**config.mk**
```make
export PLATFORM = sky130hd
export DESIGN_NAME = axil_periph_regs_flat
export DESIGN_NICKNAME = d
export VERILOG_FILES = /design/src/rtl/axil_periph_regs_pkg.sv /design/src/rtl/axil_periph_regs_if.sv /design/src/rtl/axil_periph_regs_sevenseg_dec.sv /design/src/rtl/axil_periph_regs.sv /design/src/flat_wrapper.sv
export SDC_FILE = /design/constraint.sdc
export NUM_CORES = 1
export LEC_CHECK = 0
export ABC_CLOCK_PERIOD_IN_PS = 4600
export CAP_MARGIN = 15
export CELL_PAD_IN_SITES_DETAIL_PLACEMENT = 0
export CELL_PAD_IN_SITES_GLOBAL_PLACEMENT = 1
export CORE_MARGIN = 3
export CORE_UTILIZATION = 30
export CTS_CLUSTER_DIAMETER = 200
export DETAILED_ROUTE_END_ITERATION = 16
export HOLD_SLACK_MARGIN = 0.15
export PLACE_DENSITY_LB_ADDON = 0.1
export REMOVE_ABC_BUFFERS = 1
export SKIP_LAST_GASP = 1
export SYNTH_ARGS = -nofsm -noshare
export SYNTH_HDL_FRONTEND = slang
export SYNTH_SLANG_ARGS = --single-unit
```
**constraint.sdc**
```tcl
create_clock -name ACLK -period 4.6 [get_ports ACLK]
set_input_delay 0.46 -clock ACLK [delete_from_list [all_inputs] [get_ports ACLK]]
set_output_delay 0.46 -clock ACLK [all_outputs]
set_load 0.02 [all_outputs]
```
**src/rtl/axil_periph_regs_pkg.sv**
```systemverilog
// axil_periph_pkg: shared constants and helpers for the AXI4-lite peripheral
// register block (register byte offsets, response codes, CTRL bit indices,
// seven-segment pattern lookup and byte-strobe merge).
package axil_periph_pkg;

  localparam logic [4:0] REG_CTRL        = 5'h00;
  localparam logic [4:0] REG_LED         = 5'h04;
  localparam logic [4:0] REG_SEG         = 5'h08;
  localparam logic [4:0] REG_IRQ_STATUS  = 5'h0C;
  localparam logic [4:0] REG_IRQ_ENABLE  = 5'h10;
  localparam logic [4:0] REG_TIMER_LOAD  = 5'h14;
  localparam logic [4:0] REG_TIMER_COUNT = 5'h18;
  // First byte offset that decodes to SLVERR.
  localparam int unsigned REG_LIMIT = 32'h1C;

  localparam logic [1:0] RESP_OKAY   = 2'b00;
  localparam logic [1:0] RESP_SLVERR = 2'b10;

  localparam int unsigned CTRL_TIMER_EN  = 0;
  localparam int unsigned CTRL_LED_BLANK = 1;
  localparam int unsigned CTRL_SEG_BLANK = 2;

  // Hex digit to {dp,g,f,e,d,c,b,a}, active-high, dp always off.
  function automatic logic [7:0] seg7_pattern(input logic [3:0] nib);
    case (nib)
      4'h0: return 8'h3F;  4'h1: return 8'h06;  4'h2: return 8'h5B;  4'h3: return 8'h4F;
      4'h4: return 8'h66;  4'h5: return 8'h6D;  4'h6: return 8'h7D;  4'h7: return 8'h07;
      4'h8: return 8'h7F;  4'h9: return 8'h6F;  4'hA: return 8'h77;  4'hB: return 8'h7C;
      4'hC: return 8'h39;  4'hD: return 8'h5E;  4'hE: return 8'h79;  default: return 8'h71;
    endcase
  endfunction

  // Replace each byte of old_word whose strobe is set with the matching byte of data.
  function automatic logic [31:0] apply_wstrb(input logic [31:0] old_word,
                                              input logic [31:0] data,
                                              input logic [3:0]  strb);
    logic [31:0] res;
    res = old_word;
    for (int unsigned k = 0; k < 4; k++) begin
      if (strb[k]) res[8*k +: 8] = data[8*k +: 8];
    end
    return res;
  endfunction

endpackage

```
**src/rtl/axil_periph_regs_if.sv**
```systemverilog
// axil_periph_regs_if: AXI4-lite bus bundle for axil_periph_regs.
// Channels: AW (addr/valid/ready), W (data/strb/valid/ready), B (resp/valid/ready),
// AR (addr/valid/ready), R (data/resp/valid/ready). Modports: master, slave.
interface axil_periph_regs_if #(
  parameter int ADDR_WIDTH = 8
);
  logic [ADDR_WIDTH-1:0] S_AWADDR;
  logic                  S_AWVALID;
  logic                  S_AWREADY;
  logic [31:0]           S_WDATA;
  logic [3:0]            S_WSTRB;
  logic                  S_WVALID;
  logic                  S_WREADY;
  logic [1:0]            S_BRESP;
  logic                  S_BVALID;
  logic                  S_BREADY;
  logic [ADDR_WIDTH-1:0] S_ARADDR;
  logic                  S_ARVALID;
  logic                  S_ARREADY;
  logic [31:0]           S_RDATA;
  logic [1:0]            S_RRESP;
  logic                  S_RVALID;
  logic                  S_RREADY;

  modport master (
    output S_AWADDR, S_AWVALID, S_WDATA, S_WSTRB, S_WVALID, S_BREADY,
           S_ARADDR, S_ARVALID, S_RREADY,
    input  S_AWREADY, S_WREADY, S_BRESP, S_BVALID, S_ARREADY, S_RDATA, S_RRESP, S_RVALID
  );

  modport slave (
    input  S_AWADDR, S_AWVALID, S_WDATA, S_WSTRB, S_WVALID, S_BREADY,
           S_ARADDR, S_ARVALID, S_RREADY,
    output S_AWREADY, S_WREADY, S_BRESP, S_BVALID, S_ARREADY, S_RDATA, S_RRESP, S_RVALID
  );
endinterface

```
**src/rtl/axil_periph_regs_sevenseg_dec.sv**
```systemverilog
// axil_sevenseg_dec: combinational hex nibble to seven-segment pattern.
// Ports: nibble (in, 4) hex digit; seg (out, 8) {dp,g,f,e,d,c,b,a}, active-high.
module axil_sevenseg_dec
  import axil_periph_pkg::*;
(
  input  logic [3:0] nibble,
  output logic [7:0] seg
);
  assign seg = seg7_pattern(nibble);
endmodule

```
**src/rtl/axil_periph_regs.sv**
```systemverilog
// axil_periph_regs: AXI4-lite leaf slave with LED bank, seven-segment display
// and (optional) countdown timer with level interrupt.
// Ports: ACLK clock; ARESET async active-high reset; s_axil AXI4-lite slave
// bundle; LED_OUT registered LED drive; SEVENSEG_OUT decoded digits
// (digit i at [8i+7:8i]); IRQ_OUT registered level interrupt.
// Build option: define AXIL_PERIPH_TIMER_EN to include the timer, TIMER_LOAD/
// TIMER_COUNT, IRQ_STATUS/IRQ_ENABLE and IRQ_OUT; otherwise those read 0/OKAY.
module axil_periph_regs
  import axil_periph_pkg::*;
#(
  parameter int ADDR_WIDTH = 8,
  parameter int DATA_WIDTH = 32,
  parameter int LED_W      = 8,
  parameter int NUM_DIGITS = 4,
  parameter int TIMER_W    = 24
) (
  input  logic                    ACLK,
  input  logic                    ARESET,
  axil_periph_regs_if.slave       s_axil,
  output logic [LED_W-1:0]        LED_OUT,
  output logic [8*NUM_DIGITS-1:0] SEVENSEG_OUT,
  output logic                    IRQ_OUT
);

  if (DATA_WIDTH != 32) begin : g_bad_data_width
    $error("axil_periph_regs: DATA_WIDTH must be 32");
  end

  logic aw_done_q, aw_done_d, w_done_q, w_done_d;
  logic [ADDR_WIDTH-1:0] awaddr_q, awaddr_d;
  logic [31:0] wdata_q, wdata_d;
  logic [3:0]  wstrb_q, wstrb_d;
  logic        bvalid_q, bvalid_d, rvalid_q, rvalid_d;
  logic [1:0]  bresp_q, bresp_d, rresp_q, rresp_d;
  logic [31:0] rdata_q, rdata_d;
  logic [2:0]  ctrl_q, ctrl_d;
  logic [LED_W-1:0] led_q, led_d, led_out_q, led_out_d;
  logic [4*NUM_DIGITS-1:0] seg_q, seg_d;
  logic [8*NUM_DIGITS-1:0] seg_out_q, seg_out_d, seg_dec;
  logic seg_refresh_q, seg_refresh_d;

  logic aw_hs, w_hs, ar_hs, do_write, wr_reg, wr_err, rd_err;
  logic [ADDR_WIDTH-1:0] wr_addr;
  logic [31:0] wr_data, wr_word, rd_word;
  logic [3:0]  wr_strb;
  logic [4:0]  wr_off, rd_off;

`ifdef AXIL_PERIPH_TIMER_EN
  logic irq_status_q, irq_status_d, irq_en_q, irq_en_d, irq_out_q, irq_out_d;
  logic [TIMER_W-1:0] load_q, load_d, count_q, count_d;
  logic w1c, irq_set, timer_start;
`else
  localparam int unused_timer_w = TIMER_W;
`endif

  for (genvar i = 0; i < NUM_DIGITS; i++) begin : g_digit
    axil_sevenseg_dec u_dec (.nibble(seg_q[4*i +: 4]), .seg(seg_dec[8*i +: 8]));
  end

  always_comb begin
    aw_done_d = aw_done_q;  w_done_d = w_done_q;
    awaddr_d  = awaddr_q;   wdata_d  = wdata_q;   wstrb_d = wstrb_q;
    bvalid_d  = bvalid_q;   bresp_d  = bresp_q;
    rvalid_d  = rvalid_q;   rresp_d  = rresp_q;   rdata_d = rdata_q;
    ctrl_d    = ctrl_q;     led_d    = led_q;     seg_d   = seg_q;
    wr_word   = '0;         rd_word  = '0;
`ifdef AXIL_PERIPH_TIMER_EN
    irq_status_d = irq_status_q;  irq_en_d = irq_en_q;
    load_d = load_q;  count_d = count_q;
    w1c = 1'b0;  irq_set = 1'b0;  timer_start = 1'b0;
`endif

    // Each channel latches independently; the commit uses the live bus value
    // for whichever half is handshaking this cycle.
    aw_hs    = s_axil.S_AWVALID & ~aw_done_q;
    w_hs     = s_axil.S_WVALID  & ~w_done_q;
    ar_hs    = s_axil.S_ARVALID & ~rvalid_q;
    wr_addr  = aw_done_q ? awaddr_q : s_axil.S_AWADDR;
    wr_data  = w_done_q  ? wdata_q  : s_axil.S_WDATA;
    wr_strb  = w_done_q  ? wstrb_q  : s_axil.S_WSTRB;
    wr_err   = wr_addr >= ADDR_WIDTH'(REG_LIMIT);
    wr_off   = {wr_addr[4:2], 2'b00};
    do_write = ~bvalid_q & (aw_done_q | aw_hs) & (w_done_q | w_hs);
    wr_reg   = do_write & ~wr_err;

    if (aw_hs) begin aw_done_d = 1'b1; awaddr_d = s_axil.S_AWADDR; end
    if (w_hs)  begin w_done_d = 1'b1; wdata_d = s_axil.S_WDATA; wstrb_d = s_axil.S_WSTRB; end

    if (do_write) begin
      bvalid_d = 1'b1;
      bresp_d  = wr_err ? RESP_SLVERR : RESP_OKAY;
    end else if (bvalid_q & s_axil.S_BREADY) begin
      bvalid_d = 1'b0;  aw_done_d = 1'b0;  w_done_d = 1'b0;
    end

    if (wr_reg) begin
      case (wr_off)
        REG_CTRL: begin
          wr_word = apply_wstrb(32'(ctrl_q), wr_data, wr_strb);
          ctrl_d  = wr_word[2:0];
        end
        REG_LED: begin
          wr_word = apply_wstrb(32'(led_q), wr_data, wr_strb);
          led_d   = wr_word[LED_W-1:0];
        end
        REG_SEG: begin
          wr_word = apply_wstrb(32'(seg_q), wr_data, wr_strb);
          seg_d   = wr_word[4*NUM_DIGITS-1:0];
        end
`ifdef AXIL_PERIPH_TIMER_EN
        REG_IRQ_STATUS: w1c = wr_strb[0] & wr_data[0];
        REG_IRQ_ENABLE: if (wr_strb[0]) irq_en_d = wr_data[0];
        REG_TIMER_LOAD: begin
          wr_word = apply_wstrb(32'(load_q), wr_data, wr_strb);
          load_d  = wr_word[TIMER_W-1:0];
        end
`endif
        default: ;
      endcase
    end

`ifdef AXIL_PERIPH_TIMER_EN
    timer_start = wr_reg & (wr_off == REG_CTRL) & ~ctrl_q[CTRL_TIMER_EN] & ctrl_d[CTRL_TIMER_EN];
    if (timer_start) begin
      count_d = load_q;
    end else if (ctrl_q[CTRL_TIMER_EN]) begin
      if (count_q == '0) begin
        count_d = load_q;
        irq_set = 1'b1;
      end else begin
        count_d = count_q - 1'b1;
      end
    end
    // Expiry is applied after the clear so a coincident W1C loses.
    if (w1c)     irq_status_d = 1'b0;
    if (irq_set) irq_status_d = 1'b1;
    irq_out_d = irq_status_q & irq_en_q;
`else
    ctrl_d[CTRL_TIMER_EN] = 1'b0;
`endif

    rd_err = s_axil.S_ARADDR >= ADDR_WIDTH'(REG_LIMIT);
    rd_off = {s_axil.S_ARADDR[4:2], 2'b00};
    case (rd_off)
      REG_CTRL:        rd_word = 32'(ctrl_q);
      REG_LED:         rd_word = 32'(led_q);
      REG_SEG:         rd_word = 32'(seg_q);
`ifdef AXIL_PERIPH_TIMER_EN
      REG_IRQ_STATUS:  rd_word = 32'(irq_status_q);
      REG_IRQ_ENABLE:  rd_word = 32'(irq_en_q);
      REG_TIMER_LOAD:  rd_word = 32'(load_q);
      REG_TIMER_COUNT: rd_word = 32'(count_q);
`endif
      default:         rd_word = '0;
    endcase
    if (ar_hs) begin
      rvalid_d = 1'b1;
      rresp_d  = rd_err ? RESP_SLVERR : RESP_OKAY;
      rdata_d  = rd_err ? '0 : rd_word;
    end else if (rvalid_q & s_axil.S_RREADY) begin
      rvalid_d = 1'b0;
    end

    led_out_d = ctrl_q[CTRL_LED_BLANK] ? '0 : led_q;
    // The display stays dark out of reset and refreshes the cycle after any
    // write commit, so an unprogrammed board does not show "0000".
    seg_refresh_d = do_write;
    seg_out_d     = seg_out_q;
    if (seg_refresh_q) seg_out_d = ctrl_q[CTRL_SEG_BLANK] ? '0 : seg_dec;
  end

  always_ff @(posedge ACLK or posedge ARESET) begin
    if (ARESET) begin
      aw_done_q <= 1'b0;  w_done_q <= 1'b0;
      awaddr_q  <= '0;    wdata_q  <= '0;   wstrb_q <= '0;
      bvalid_q  <= 1'b0;  bresp_q  <= '0;
      rvalid_q  <= 1'b0;  rresp_q  <= '0;   rdata_q <= '0;
      ctrl_q    <= '0;    led_q    <= '0;   seg_q   <= '0;
      led_out_q <= '0;    seg_out_q <= '0;  seg_refresh_q <= 1'b0;
`ifdef AXIL_PERIPH_TIMER_EN
      irq_status_q <= 1'b0;  irq_en_q <= 1'b0;  irq_out_q <= 1'b0;
      load_q <= '0;  count_q <= '0;
`endif
    end else begin
      aw_done_q <= aw_done_d;  w_done_q <= w_done_d;
      awaddr_q  <= awaddr_d;   wdata_q  <= wdata_d;   wstrb_q <= wstrb_d;
      bvalid_q  <= bvalid_d;   bresp_q  <= bresp_d;
      rvalid_q  <= rvalid_d;   rresp_q  <= rresp_d;   rdata_q <= rdata_d;
      ctrl_q    <= ctrl_d;     led_q    <= led_d;     seg_q   <= seg_d;
      led_out_q <= led_out_d;  seg_out_q <= seg_out_d; seg_refresh_q <= seg_refresh_d;
`ifdef AXIL_PERIPH_TIMER_EN
      irq_status_q <= irq_status_d;  irq_en_q <= irq_en_d;  irq_out_q <= irq_out_d;
      load_q <= load_d;  count_q <= count_d;
`endif
    end
  end

  logic unused_bits;
  assign unused_bits = ^wr_word;

  assign s_axil.S_AWREADY = ~aw_done_q;
  assign s_axil.S_WREADY  = ~w_done_q;
  assign s_axil.S_BVALID  = bvalid_q;
  assign s_axil.S_BRESP   = bresp_q;
  assign s_axil.S_ARREADY = ~rvalid_q;
  assign s_axil.S_RVALID  = rvalid_q;
  assign s_axil.S_RRESP   = rresp_q;
  assign s_axil.S_RDATA   = rdata_q;
  assign LED_OUT          = led_out_q;
  assign SEVENSEG_OUT     = seg_out_q;
`ifdef AXIL_PERIPH_TIMER_EN
  assign IRQ_OUT = irq_out_q;
`else
  assign IRQ_OUT = 1'b0;
`endif

endmodule

```
**src/flat_wrapper.sv**
```systemverilog
// flat-port wrapper written by rule: the top's interface ports become plain ports
module axil_periph_regs_flat import axil_periph_pkg::*;
#(
  parameter int ADDR_WIDTH = 8,
  parameter int DATA_WIDTH = 32,
  parameter int LED_W      = 8,
  parameter int NUM_DIGITS = 4,
  parameter int TIMER_W    = 24
)
  (ACLK, ARESET, LED_OUT, SEVENSEG_OUT, IRQ_OUT, s_axil_S_AWADDR, s_axil_S_AWVALID, s_axil_S_WDATA, s_axil_S_WSTRB, s_axil_S_WVALID, s_axil_S_BREADY, s_axil_S_ARADDR, s_axil_S_ARVALID, s_axil_S_RREADY, s_axil_S_AWREADY, s_axil_S_WREADY, s_axil_S_BRESP, s_axil_S_BVALID, s_axil_S_ARREADY, s_axil_S_RDATA, s_axil_S_RRESP, s_axil_S_RVALID);
  axil_periph_regs_if #(.ADDR_WIDTH(ADDR_WIDTH)) s_axil_i ();
  input  logic ACLK;
  input  logic ARESET;
  output logic [LED_W-1:0] LED_OUT;
  output logic [8*NUM_DIGITS-1:0] SEVENSEG_OUT;
  output logic IRQ_OUT;
  input wire logic [$bits(s_axil_i.S_AWADDR)-1:0] s_axil_S_AWADDR;
  input wire logic [$bits(s_axil_i.S_AWVALID)-1:0] s_axil_S_AWVALID;
  input wire logic [$bits(s_axil_i.S_WDATA)-1:0] s_axil_S_WDATA;
  input wire logic [$bits(s_axil_i.S_WSTRB)-1:0] s_axil_S_WSTRB;
  input wire logic [$bits(s_axil_i.S_WVALID)-1:0] s_axil_S_WVALID;
  input wire logic [$bits(s_axil_i.S_BREADY)-1:0] s_axil_S_BREADY;
  input wire logic [$bits(s_axil_i.S_ARADDR)-1:0] s_axil_S_ARADDR;
  input wire logic [$bits(s_axil_i.S_ARVALID)-1:0] s_axil_S_ARVALID;
  input wire logic [$bits(s_axil_i.S_RREADY)-1:0] s_axil_S_RREADY;
  output wire logic [$bits(s_axil_i.S_AWREADY)-1:0] s_axil_S_AWREADY;
  output wire logic [$bits(s_axil_i.S_WREADY)-1:0] s_axil_S_WREADY;
  output wire logic [$bits(s_axil_i.S_BRESP)-1:0] s_axil_S_BRESP;
  output wire logic [$bits(s_axil_i.S_BVALID)-1:0] s_axil_S_BVALID;
  output wire logic [$bits(s_axil_i.S_ARREADY)-1:0] s_axil_S_ARREADY;
  output wire logic [$bits(s_axil_i.S_RDATA)-1:0] s_axil_S_RDATA;
  output wire logic [$bits(s_axil_i.S_RRESP)-1:0] s_axil_S_RRESP;
  output wire logic [$bits(s_axil_i.S_RVALID)-1:0] s_axil_S_RVALID;
  assign s_axil_i.S_AWADDR = s_axil_S_AWADDR;
  assign s_axil_i.S_AWVALID = s_axil_S_AWVALID;
  assign s_axil_i.S_WDATA = s_axil_S_WDATA;
  assign s_axil_i.S_WSTRB = s_axil_S_WSTRB;
  assign s_axil_i.S_WVALID = s_axil_S_WVALID;
  assign s_axil_i.S_BREADY = s_axil_S_BREADY;
  assign s_axil_i.S_ARADDR = s_axil_S_ARADDR;
  assign s_axil_i.S_ARVALID = s_axil_S_ARVALID;
  assign s_axil_i.S_RREADY = s_axil_S_RREADY;
  assign s_axil_S_AWREADY = s_axil_i.S_AWREADY;
  assign s_axil_S_WREADY = s_axil_i.S_WREADY;
  assign s_axil_S_BRESP = s_axil_i.S_BRESP;
  assign s_axil_S_BVALID = s_axil_i.S_BVALID;
  assign s_axil_S_ARREADY = s_axil_i.S_ARREADY;
  assign s_axil_S_RDATA = s_axil_i.S_RDATA;
  assign s_axil_S_RRESP = s_axil_i.S_RRESP;
  assign s_axil_S_RVALID = s_axil_i.S_RVALID;
  axil_periph_regs #(.ADDR_WIDTH(ADDR_WIDTH), .DATA_WIDTH(DATA_WIDTH), .LED_W(LED_W), .NUM_DIGITS(NUM_DIGITS), .TIMER_W(TIMER_W)) u_core (.ACLK(ACLK), .ARESET(ARESET), .s_axil(s_axil_i), .LED_OUT(LED_OUT), .SEVENSEG_OUT(SEVENSEG_OUT), .IRQ_OUT(IRQ_OUT));
endmodule
```
==> results of run 1 <==
[area by class of cell]
cell class,count,area share [%]
clock inverters,6,1.00
inverters,30,1.65
multi-input cells,310,36.5
flip-flops and latches,109,39.1
clock buffers,10,3.43
repair buffers,100,14.2
well taps,229,4.11
[state kept, by name, indices dropped and copies added (netlist names)]
name	count
u_core.seg_q	16
u_core.w_done_q	1
u_core.s_axil.S_BRESP	1
u_core.s_axil.S_RDATA	16
u_core.s_axil.S_BVALID	1
u_core.SEVENSEG_OUT	28
u_core.led_q	8
u_core.s_axil.S_RVALID	1
u_core.wdata_q	16
u_core.awaddr_q	6
u_core.seg_refresh_q	1
u_core.s_axil.S_RRESP	1
u_core.ctrl_q	2
u_core.LED_OUT	8
u_core.wstrb_q	2
u_core.aw_done_q	1
[routing by layer]
layer | GRT usage [%] | vias to the layer above | routed length [um]
met1 | 19.4 | 1812 | 6650
li1 | - | 1812 | -
met4 | 4.85 | 0 | 211
met3 | 2.15 | 12 | 412
met5 | 0 | - | 0
met2 | 21.4 | 78 | 5870
[logic make-up (layout without fill, tap and decap cells)]
family	Yosys count	count (layout)	synth area share [%]
other	1	23	0.0675
AND/OR/NAND/NOR	75	75	7.95
multiplexers	88	88	18.4
buffers and inverters	75	146	6.65
flip-flops	109	109	49.1
adder cells (fa/ha/maj)	24	24	5.41
AO/OA/AOI/OAI	100	100	12.5
[Yosys cell counts (6+ instances only)]
library cell  instances
ha_1                 24
buf_4                23
inv_1                30
nor2_1               18
o21ai_0              21
mux2_2               58
o2bb2ai_1            11
o22ai_1               7
nand2_1              15
dfrtp_1             109
a22oi_1               6
nand2b_1              6
mux2i_1              22
clkbuf_1             18
a21oi_1              21
a22o_1                9
nor2b_1              17
[metrics by stage]
| stage | util [%] | std cells | cell area, sq um |
|---|---|---|---|
| 6_report | 38.6 | 794 | 6980 |
| 5_1_grt | 38.6 | 794 | 6980 |
| 4_1_cts | 38.6 | 794 | 6980 |
| 3_5_place_dp | 36.9 | 778 | 6670 |
| 3_3_place_gp | 36.9 | 778 | 6670 |
| 2_1_floorplan | - | 449 | 5380 |
[power by group through the flow]
| stage | Sequential, mW | Clock (mW) | Combinational [mW] |
|---|---|---|---|
| detailed placement | 1.80 | 0 | 1.98 |
| floorplan | 1.87 | 0 | 1.15 |
| global route | 1.86 | 0.889 | 2.17 |
| finish | 1.78 | 0.811 | 1.95 |
| CTS | 1.79 | 0.845 | 1.99 |
| global placement | 1.79 | 0 | 1.96 |
[final timing paths]
check	slack (ns)	start	end
worst max-delay path	2.00	u_core.aw_done_q	u_core.seg_q[11]
worst min-delay path	0.48	u_core.SEVENSEG_OUT[12]	u_core.SEVENSEG_OUT[12]
worst max register to register	2.00	u_core.aw_done_q	u_core.seg_q[11]
worst min register to register	0.48	u_core.SEVENSEG_OUT[12]	u_core.SEVENSEG_OUT[12]
max in group asynchronous	3.36	ARESET	u_core.SEVENSEG_OUT[17]
min in group asynchronous	0.62	ARESET	u_core.wstrb_q[0]
[worst register-to-register path: cells and delay by family, from the launching register on]
family / cells / cell delay [ns]
AND/OR/NAND/NOR: 2 / 0.85
AO/OA/AOI/OAI: 1 / 0.68
flip-flops: 1 / 0.58
multiplexers: 1 / 0.37
==> impl_metrics.ini, run 1 <==
[run_status]
status = finished, final reports clean

[critical_path]
endpoint_kind = register
crit_required_ns = 4.83
r2r_cells = 4
crit_buf_inv = 0
crit_path_top_delay_cell = a2111oi_4
cp-start-kind = register
critical_path_depth = 4
cp_top_family = simple AND/OR/NAND/NOR gates
arrival_ns = 2.83
setup.worst_path.class = register to register
critPathMaxFanout = 11
critical-path-max-stage-delay_ns = 0.68
crit_path_cell_trace = or4b_4 -> a2111oi_4 -> nand3_4 -> mux2_4

[power_and_ir_drop]
swShare_pct = 38.5
p_sw_mw = 1.75
comb_power_share_pct = 43.0
pwr-share-seq_pct = 39.2
clkPwrFrac_pct = 17.8
finalPower_mw = 4.55
leakage_nw = 3.08
vdd_drop_max_mv = 0.219
p_per_area_nw_per_um2 = 652
intPower_mw = 2.80

[layout]
fill_cells = 1749
final_cell_mix = 109 x dfrtp_1, 95 x clkdlybuf4s50_1, 58 x mux2_2
layout_commonest_cell = dfrtp_1
final-seq-area_sq_um = 2730
final_nets = 643
drive_gt1_share_pct = 17.5
n_antenna_cell = 0
syn_to_final_growth_pct = 25.6
multi_input_area_sq_um = 2550

[clock_tree]
path_clk_slew_ns = 0.07
cts_num_sinks = 109
htreeDepth = 3
clockRootBuffer = clkbuf_16
cts-buffers-inserted = 9
ctsHoldBuffers = 0
clock_tree.buffer_depth = 2
clk_latency_ns = 0.35
tritoncts = yes
cts_setup_buffers = 0
ctsResizeCount = 0

[global_route]
grt_pass1_wl_um = 21600
antenna_found_initial = 0
grt_max_degree = 63
grt_usage_pct = 13.7
grt_pass1_vias = 3807
overflow = 0

[logic_synthesis]
synth_seq_cells = 109
synthFlopType = dfrtp_1
yosys.area.top_type = dfrtp_1
synth_edf_count = 0
netlist_instances = 472
synth_top_cell_area_share_pct = 49.1
yosysUniqueCellTypes = 47
yosys-top-cells-area = dfrtp_1 49%, mux2_2 12%, ha_1 5.4%
synth.avg_cell_area_sq_um = 11.8
synth_area_sq_um = 5550
async_flop_share_pct = 100
yosys_warnings = 0
yosysSeqAreaShare_pct = 49.1

[die]
row_count = 49
io_pins = 141
die_area_sq_um = 20200
die_h_um = 142
core_area_sq_um = 18100
initial_utilization_pct = 30.7
fp.dieW_um = 142

[timing]
tightest_slew_ns = 1.07
finalSetupViolations = 0
finClkSkew_ns = 0.0121
finalWorstSetupSlack_ns = 2.00
whs_ns = 0.483
min_period_over_period_pct = 56.5
rsz0062_at_grt = no
final_max_slew_viol_count = 0
period_needed_ns = 2.60
hold_viol_final = 0
fmax_mhz = 384
slew_headroom_pct = 28.3
tns_ns = 0

[route]
drtAntennaViolNets = 0
via_per_inst = 4.68
wire_per_inst_um = 16.5
via_count = 3714
wl_um = 13100
initialDrtViolationCount = 211
drc = 0
first_pass_iters = 4

[place]
dp_hpwl_um = 9300
port_buffers = 95
routabilityCongestion = 0.772
post-place-ws_ns = 1.65

[worst_hold_path]
hp-class = register to register
worstHoldPathCells = 1

[flow_run]
max_cap_viol_count = 0
No activity file was read; power rests on OpenSTA's default activity.
==> run 2: changes to the inputs <==
--- a/config.mk
+++ b/config.mk
@@ -5,7 +5,7 @@
 export SDC_FILE = /design/constraint.sdc
 export NUM_CORES = 1
 export LEC_CHECK = 0
-export ABC_CLOCK_PERIOD_IN_PS = 4600
+export ABC_CLOCK_PERIOD_IN_PS = 2200
 export CAP_MARGIN = 15
 export CELL_PAD_IN_SITES_DETAIL_PLACEMENT = 0
 export CELL_PAD_IN_SITES_GLOBAL_PLACEMENT = 1
==> constraint.sdc (replaced) <==
create_clock -name ACLK -period 2.2 [get_ports ACLK]
set_input_delay 0.22 -clock ACLK [delete_from_list [all_inputs] [get_ports ACLK]]
set_output_delay 0.22 -clock ACLK [all_outputs]
set_load 0.02 [all_outputs]
==> impl_metrics.ini, run 2 (same netlist as run 1, synthesis figures left out) <==
[route]
drtAntennaViolNets = 0
via_count = 3835
drc = 0
via_per_inst = 4.71
wire_per_inst_um = 16.8
wl_um = 13700
initialDrtViolationCount = 170
first_pass_iters = 4

[critical_path]
crit_path_cell_trace = or4b_4 -> a2111oi_4 -> buf_6 -> nand4b_4 -> mux2_4
endpoint_kind = register
r2r_cells = 5
crit_required_ns = 2.44
cp-start-kind = register
r2r_start = u_core.awaddr_q[5]
arrival_ns = 2.34
critPathMaxFanout = 8
r2r_setup_slack_ns = 0.10
critical-path-max-stage-delay_ns = 0.55
setup.worst_path.class = register to register
r2r_end = u_core.led_q[0]
crit_path_top_delay_cell = or4b_4

[timing]
min_period_over_period_pct = 95.3
hold_viol_final = 0
slew_headroom_pct = 62.7
rsz0062_at_grt = no
tightest_slew_ns = 0.559
fmax_mhz = 477
period_needed_ns = 2.10
finClkSkew_ns = 0.00551
finalSetupViolations = 0
final_max_slew_viol_count = 0

[global_route]
grt_pass1_wl_um = 22300
grt_usage_pct = 14.2
grt_max_degree = 44
antenna_found_initial = 0
grt_pass1_vias = 3978
overflow = 0

[layout]
design_area_sq_um = 7140
n_antenna_cell = 0
largest_register_ffs = 28
syn_to_final_growth_pct = 28.6
instances_no_fill = 814
final_nets = 663
fill_cells = 1759
final_cell_mix = 109 x dfrtp_1, 95 x clkdlybuf4s50_1, 57 x mux2_2
multi_input_area_sq_um = 2560
drive_gt1_share_pct = 20.5
final-seq-area_sq_um = 2730
layout_commonest_cell = dfrtp_1

[power_and_ir_drop]
vdd_drop_max_mv = 0.454
leakage_nw = 3.20
p_per_area_nw_per_um2 = 1360

[place]
dp.cells = 798
port_buffers = 95
placed_area_sq_um = 6840
routabilityCongestion = 0.795
dp_hpwl_um = 10200

[die]
io_pins = 141
fp.dieW_um = 142
die_h_um = 142
die_area_sq_um = 20200
initial_utilization_pct = 30.7
row_count = 49
core_area_sq_um = 18100

[clock_tree]
htreeDepth = 3
cts_num_sinks = 109
path_clk_slew_ns = 0.08
clock_tree.buffer_depth = 2
clockRootBuffer = clkbuf_16
tritoncts = yes
clk_latency_ns = 0.35
cts-buffers-inserted = 9
ctsHoldBuffers = 0

[run_status]
status = finished, final reports clean

[worst_hold_path]
hp-class = input port to asynchronous set/reset pin

[flow_run]
max_cap_viol_count = 0
run 2: cell types whose count changed in the layout (fill, tap and decap cells not counted), moves of 2 or more:
cell	delta
buf_12	+2
buf_4	+16
buf_6	+2
mux2_4	+2
run 2: layout make-up:
type	instances	area share [%]
clock buffer	10	3.35
clock inverter	6	0.648
inverter	30	1.61
multi-input combinational	310	35.8
sequential	109	38.2
tap	229	4.01
timing repair buffer	120	16.4
run 2: what timing repair did:
| action | 4_1_cts | 5_1_grt |
|---|---|---|
| endpoints found under the setup margin | 0 | 16 |
| resized for setup | 0 | 4 |
| buffers inserted | 0 | 0 |
run 2: worst max-delay path, delay by kind of cell, from the launching register on:
family                 cells  cell delay [ns]
AND/OR/NAND/NOR            2             0.76
buffers and inverters      1             0.17
multiplexers               1             0.36
flip-flops                 1             0.38
AO/OA/AOI/OAI              1             0.32
run 2: how the worst max path moves through the flow:
stage / from / end / slack, ns / cells after the start
after floorplan: ARESET / u_core.LED_OUT[0] / -0.89 / 1
after global placement: s_axil_S_AWADDR[5] / u_core.led_q[0] / -0.21 / 6
after detailed placement: s_axil_S_AWADDR[5] / u_core.led_q[0] / -0.20 / 6
after CTS: u_core.awaddr_q[5] / u_core.led_q[0] / 0.009 / 5
after global routing: u_core.awaddr_q[5] / u_core.led_q[5] / 0.03 / 5
final: u_core.awaddr_q[5] / u_core.led_q[0] / 0.10 / 5
run 2: per-stage QoR:
stage / hold slack [ns] / TNS, ns / setup WS, ns / utilization, % / power [mW]
2_1_floorplan: 0.311 / -98.06 / -0.894 / - / 6.32
3_3_place_gp: 0.472 / -3.56 / -0.205 / 37.8 / 8.11
3_5_place_dp: 0.475 / -3.27 / -0.195 / 37.8 / 8.19
4_1_cts: 0.169 / 0 / 0.00936 / 39.4 / 9.83
5_1_grt: 0.200 / 0 / 0.0297 / 39.5 / 10.5
6_report: 0.175 / 0 / 0.102 / 39.5 / 9.69
run 2: routing by layer:
layer | wire, um | vias to the layer above | track usage (%)
li1 | - | 1838 | -
met1 | 6700 | 1893 | 20.1
met2 | 6300 | 91 | 22.1
met3 | 452 | 13 | 2.08
met4 | 233 | 0 | 4.85
met5 | 0 | - | 0
run 2: report_power, final:
part           leakage (nW)  switching (mW)  internal [mW]
Combinational          1.71            2.21           2.32
Sequential             1.35           0.779           2.80
Clock                 0.135           0.775          0.806
==> run 3: changes to the inputs <==
--- a/config.mk
+++ b/config.mk
@@ -13,6 +13,7 @@
 export CORE_UTILIZATION = 30
 export CTS_CLUSTER_DIAMETER = 200
 export DETAILED_ROUTE_END_ITERATION = 16
+export GPL_ROUTABILITY_DRIVEN = 0
 export HOLD_SLACK_MARGIN = 0.15
 export PLACE_DENSITY_LB_ADDON = 0.1
 export REMOVE_ABC_BUFFERS = 1
==> results of run 3 <==
Same layout as run 2: the final DEF is identical, and so are final timing and power.
